--- config.mk ---
export PLATFORM = sky130hd
export DESIGN_NAME = fixed_p_std_div_seq
export DESIGN_NICKNAME = d
export VERILOG_FILES = /design/src/rtl/fixed_p_std_div_seq.sv
export SDC_FILE = /design/constraint.sdc
export NUM_CORES = 1
export LEC_CHECK = 0
export CORE_UTILIZATION = 45
export CTS_CLUSTER_SIZE = 28
export DETAILED_ROUTE_END_ITERATION = 8
export GPL_TIMING_DRIVEN = 0
export PLACE_DENSITY = 0.74
export SLEW_MARGIN = 30
export SYNTH_ARGS = -nofsm -noshare
export SYNTH_HDL_FRONTEND = slang
export SYNTH_SLANG_ARGS = --single-unit
--- constraint.sdc ---
create_clock -name clk -period 3.7 [get_ports clk]
set_clock_uncertainty 0.1 [all_clocks]
set_input_delay 1.11 -clock clk [delete_from_list [all_inputs] [get_ports clk]]
set_output_delay 1.11 -clock clk [all_outputs]
set_load 0.02 [all_outputs]
--- src/rtl/fixed_p_std_div_seq.sv ---
// Sequential unsigned fixed-point divider: restoring division, one quotient bit per cycle,
// MSB first, over WIDTH+FRACT_WIDTH iterations; results register on entry to DONE.
`timescale 1ns/1ps
module fixed_p_std_div_seq #(
    parameter int WIDTH       = 32,
    parameter int INT_WIDTH   = 8,
    parameter int FRACT_WIDTH = 24
) (
    input  logic             clk,
    input  logic             reset,
    input  logic             go,
    input  logic [WIDTH-1:0] left,
    input  logic [WIDTH-1:0] right,
    output logic [WIDTH-1:0] out_quotient,
    output logic [WIDTH-1:0] out_remainder,
    output logic             overflow,
    output logic             div_by_zero,
    output logic             done
);

    localparam int N     = WIDTH + FRACT_WIDTH;
    localparam int CNT_W = $clog2(N);
    localparam logic [CNT_W-1:0] LAST = CNT_W'(N - 1);

    if ((INT_WIDTH + FRACT_WIDTH != WIDTH) || (FRACT_WIDTH < 1)) begin : g_bad_params
        $error("fixed_p_std_div_seq: need INT_WIDTH+FRACT_WIDTH == WIDTH and FRACT_WIDTH >= 1");
    end

    typedef enum logic [1:0] {IDLE, RUN, DONE} state_t;

    state_t             r_state;
    state_t             w_state_nxt;
    logic               w_load;
    logic               w_last;
    logic [CNT_W-1:0]   r_cnt;

    logic [N-1:0]       r_dvd;
    logic [WIDTH-1:0]   r_right;
    logic [WIDTH:0]     r_rem;
    logic [N-1:0]       r_quo;

    logic [WIDTH:0]     w_rem_shift;
    logic               w_ge;
    logic [WIDTH:0]     w_rem_next;
    logic [N-1:0]       w_quo_next;
    logic               w_dz;

    always_ff @(posedge clk or negedge reset) begin
        if (!reset) r_state <= IDLE;
        else        r_state <= w_state_nxt;
    end

    always_comb begin
        w_state_nxt = r_state;
        w_load      = 1'b0;
        w_last      = 1'b0;
        done        = 1'b0;
        case (r_state)
            IDLE: begin
                if (go) begin
                    w_load      = 1'b1;
                    w_state_nxt = RUN;
                end
            end
            RUN: begin
                if (r_cnt == LAST) begin
                    w_last      = 1'b1;
                    w_state_nxt = DONE;
                end
            end
            DONE: begin
                done        = 1'b1;
                w_state_nxt = IDLE;
            end
            default: w_state_nxt = IDLE;
        endcase
    end

    always_ff @(posedge clk or negedge reset) begin
        if (!reset)                       r_cnt <= '0;
        else if (w_load)                  r_cnt <= '0;
        else if (r_state == RUN && !w_last) r_cnt <= r_cnt + 1'b1;
    end

    // One restoring step: shift in the next dividend bit, subtract divisor if it fits.
    assign w_rem_shift = (r_rem << 1) | {{WIDTH{1'b0}}, r_dvd[N-1]};
    assign w_ge        = (w_rem_shift >= {1'b0, r_right});
    assign w_rem_next  = w_ge ? (w_rem_shift - {1'b0, r_right}) : w_rem_shift;
    assign w_quo_next  = (r_quo << 1) | {{(N-1){1'b0}}, w_ge};
    assign w_dz        = (r_right == '0);

    always_ff @(posedge clk) begin
        if (w_load) begin
            r_dvd   <= {left, {FRACT_WIDTH{1'b0}}};
            r_right <= right;
            r_rem   <= '0;
            r_quo   <= '0;
        end else if (r_state == RUN) begin
            r_dvd   <= r_dvd << 1;
            r_rem   <= w_rem_next;
            r_quo   <= w_quo_next;
        end
    end

    // Results latch only on the final iteration; a zero divisor saturates the quotient.
    always_ff @(posedge clk or negedge reset) begin
        if (!reset) begin
            out_quotient  <= '0;
            out_remainder <= '0;
            overflow      <= 1'b0;
            div_by_zero   <= 1'b0;
        end else if (w_last) begin
            if (w_dz) begin
                out_quotient  <= '1;
                out_remainder <= '0;
                overflow      <= 1'b0;
                div_by_zero   <= 1'b1;
            end else begin
                out_quotient  <= w_quo_next[WIDTH-1:0];
                out_remainder <= w_rem_next[WIDTH-1:0];
                overflow      <= |w_quo_next[N-1:WIDTH];
                div_by_zero   <= 1'b0;
            end
        end
    end

endmodule

==> reports/qor.txt, run 1 <==
vias per cell - 5.53
GRT met2 Usage - 33.3%
Peak VDD IR - 0.000371 V
multi-input logic area - 4150 sq um
min cycle time layout - 3240 ps
register area - 5520 sq um
Post-CTS Setup Repair Bufs - 0
final wirelength - 25,100 um
most frequent CP cell - buf_4
DP Cell Count - 1,385
Clk Latency, worst-skew pair - 510 ps
R2R setup slack - 460 ps
CP max stage cell - edfxtp_1
CP Capture Type - register
most used routing layer - met2
Final Wtd Congestion - 0.938
Post-Syn Area per Cell - 10.4 sq um
Worst R2R End - out_remainder[30]
WL per Instance - 17.6 um
crit path from - r_right[4]
Cell Pwr Density - 687 nW/um^2
overall power - 8680 uW
critical-path cell list - inv_1 -> ha_1 -> a21o_1 -> a211o_2 -> o21ai_1 -> nand2_2 -> a31oi_2 -> o21a_2 -> buf_4 -> buf_4 -> nand4b_1 -> o21ai_0
flop and latch count out of synthesis - 225
Finish-stage setup viols - 0
gr usage total - 22.0%
Yosys top cell area share - 19.0%
CTS clock-pin slew for the worst setup and hold paths - 60 ps
Worst Path Max Fanout - 10
Worst path depth - 12
ys flop type - dfxtp_1
CP Class - register to register
worst hold margin - 343 ps
Final Hold Viols - 0
warnings from Yosys - 0
grt met1 use - 32.2%
drt drc - 0
top-count cell post-synth - nand2_1
number of I/O port buffers - 133
largest net degree at the start of global routing - 55
EDFF count, synth - 64
Worst Setup EP - out_remainder[30]
Slew @ Worst Pin - 688 ps
fin util - 57.8%
Max stage delay on crit path - 350 ps
ranking of synthesized cells by area - edfxtp_1 19%, dfrtp_1 18%, dfxtp_1 17%, nand2_1 6.4%, a22o_1 4.7%
CTS sink count - 225
deepest clock path buffer count - 3
layout cells sized above 1 - 6.53%
Layout area overhead - 25.3%
CTS Root Cell - clkbuf_16
cell area after layout - 12,600 sq um
post-cts resize count - 0
initial antenna violation count - 0
syn nets - 1,071
Post-DP Area - 11,800 sq um
cell count after synthesis - 970
highest clock rate - 309 MHz
vias in the first global route - 7,698
ys async rst share - 32.9%
CTS buffer count - 24
commonest cells in the netlist - 171 x nand2_1, 87 x dfxtp_1, 76 x o21ai_0
element type at the critical path start - register
Slew HR - 54.0%
ant diodes - 0
leakage power - 0.00544 uW
RSZ-0062 raised after global routing - false
cell family with most CP delay - compound AO/OA/AOI/OAI gates
vias - 7,899
IO Pins - 134
Row Count - 54
first-pass GRT wire length - 39,800 um
placeable core area - 21,900 sq um
Die ar. - 23,000 sq um
Max-cap violations - 0
Hold Path Class - input port to asynchronous set/reset pin
initial core utilization - 46.1%
DRT Pass-1 Iters - 5
grt met3 use - 3.62%
Arr. time, crit path - 3490 ps
period utilization - 87.5%
Buf/Inv on CP - 3
H-tree Lvls - 1
Congestion Overflow GR - 0
layout net count - 1,232
die height - 152 um
r2r startpoint - r_right[4]
Synth area leader - edfxtp_1
hold_buf cts - 0
Slew Limit Fails - 0
Yosys cell types - 65
die width - 152 um
Layout Cells excl Fill - 1,428
Data required, critical path - 3960 ps
register area share after synthesis - 54.7%
status - finished clean
R2R cell count - 12
filler instances - 1,922
drt first-iter violations - 518
cell area after synthesis - 10,100 sq um
ANT nets after route - 0
CTS tree - done
DP Wirelength - 18,300 um
[layout by cell type (no fill, tap or decap), types with 33 or more instances in the layout]
| master | instances |
|---|---|
| a22o_1 | 54 |
| dfrtp_1 | 74 |
| edfxtp_1 | 64 |
| nor2_1 | 37 |
| clkdlybuf4s50_1 | 132 |
| o21ai_0 | 76 |
| nand2_1 | 171 |
| inv_1 | 38 |
| ha_1 | 33 |
| clkbuf_1 | 34 |
| dfxtp_1 | 87 |
| a21oi_1 | 34 |
[report_power, final]
part	total, uW	internal, uW	switching (uW)
sequential	3320	2970	352
clock	2440	1490	950
combinational	2920	1290	1620
[stage by stage]
step / setup TNS (ps) / setup slack [ps]
finish: 0 / 464
global route: 0 / 337
CTS: 0 / 129
detailed placement: -12340 / -387
global placement: -152980 / -1440
floorplan: 0 / 710
[sequential cells by signal, indices dropped and copies added (netlist names), 2 cells and up]
signal / flops
r_quo: 55
out_quotient: 32
out_remainder: 32
r_dvd: 32
r_rem: 32
r_right: 32
r_cnt: 6
r_state: 2
[how the worst min path moves through the flow]
stage	from	to	slack, ps	cells after the start
final	reset	out_remainder[10]	340	1
after global routing	reset	out_remainder[10]	340	1
after CTS	reset	out_remainder[10]	340	1
after detailed placement	r_rem[1]	r_rem[1]	360	2
after global placement	r_rem[31]	r_rem[31]	360	2
after floorplan	r_quo[0]	r_quo[0]	340	2
[layer usage]
metal	wire length, um	vias up
met2	11100	244
met1	11700	3756
met3	1500	45
met4	745	0
met5	0	-
li1	-	3854
[cell type report]
cell class / count / share of cell area (%)
Sequential cell: 225 / 43.6
Multi-Input combinational cell: 652 / 32.8
Inverter: 41 / 1.22
Clock inverter: 5 / 0.396
Tap cell: 280 / 2.77
Clock buffer: 38 / 6.10
Buffer: 52 / 2.19
Timing Repair Buffer: 135 / 10.9
[kinds of logic after synthesis]
family | share of synthesized area (%)
compound gates | 19.4
xor+xnor | 2.52
flops | 54.7
fa+ha+maj | 4.29
simple gates | 12.6
mux | 2.29
buf+inv | 4.24
Note: power is estimated with default switching activity, not from simulation.
==> run 2, diff against run 1 <==
- CAP_MARGIN: not set -> 10
==> results of run 2 <==
Final layout, timing and power as in run 1 (identical DEF).
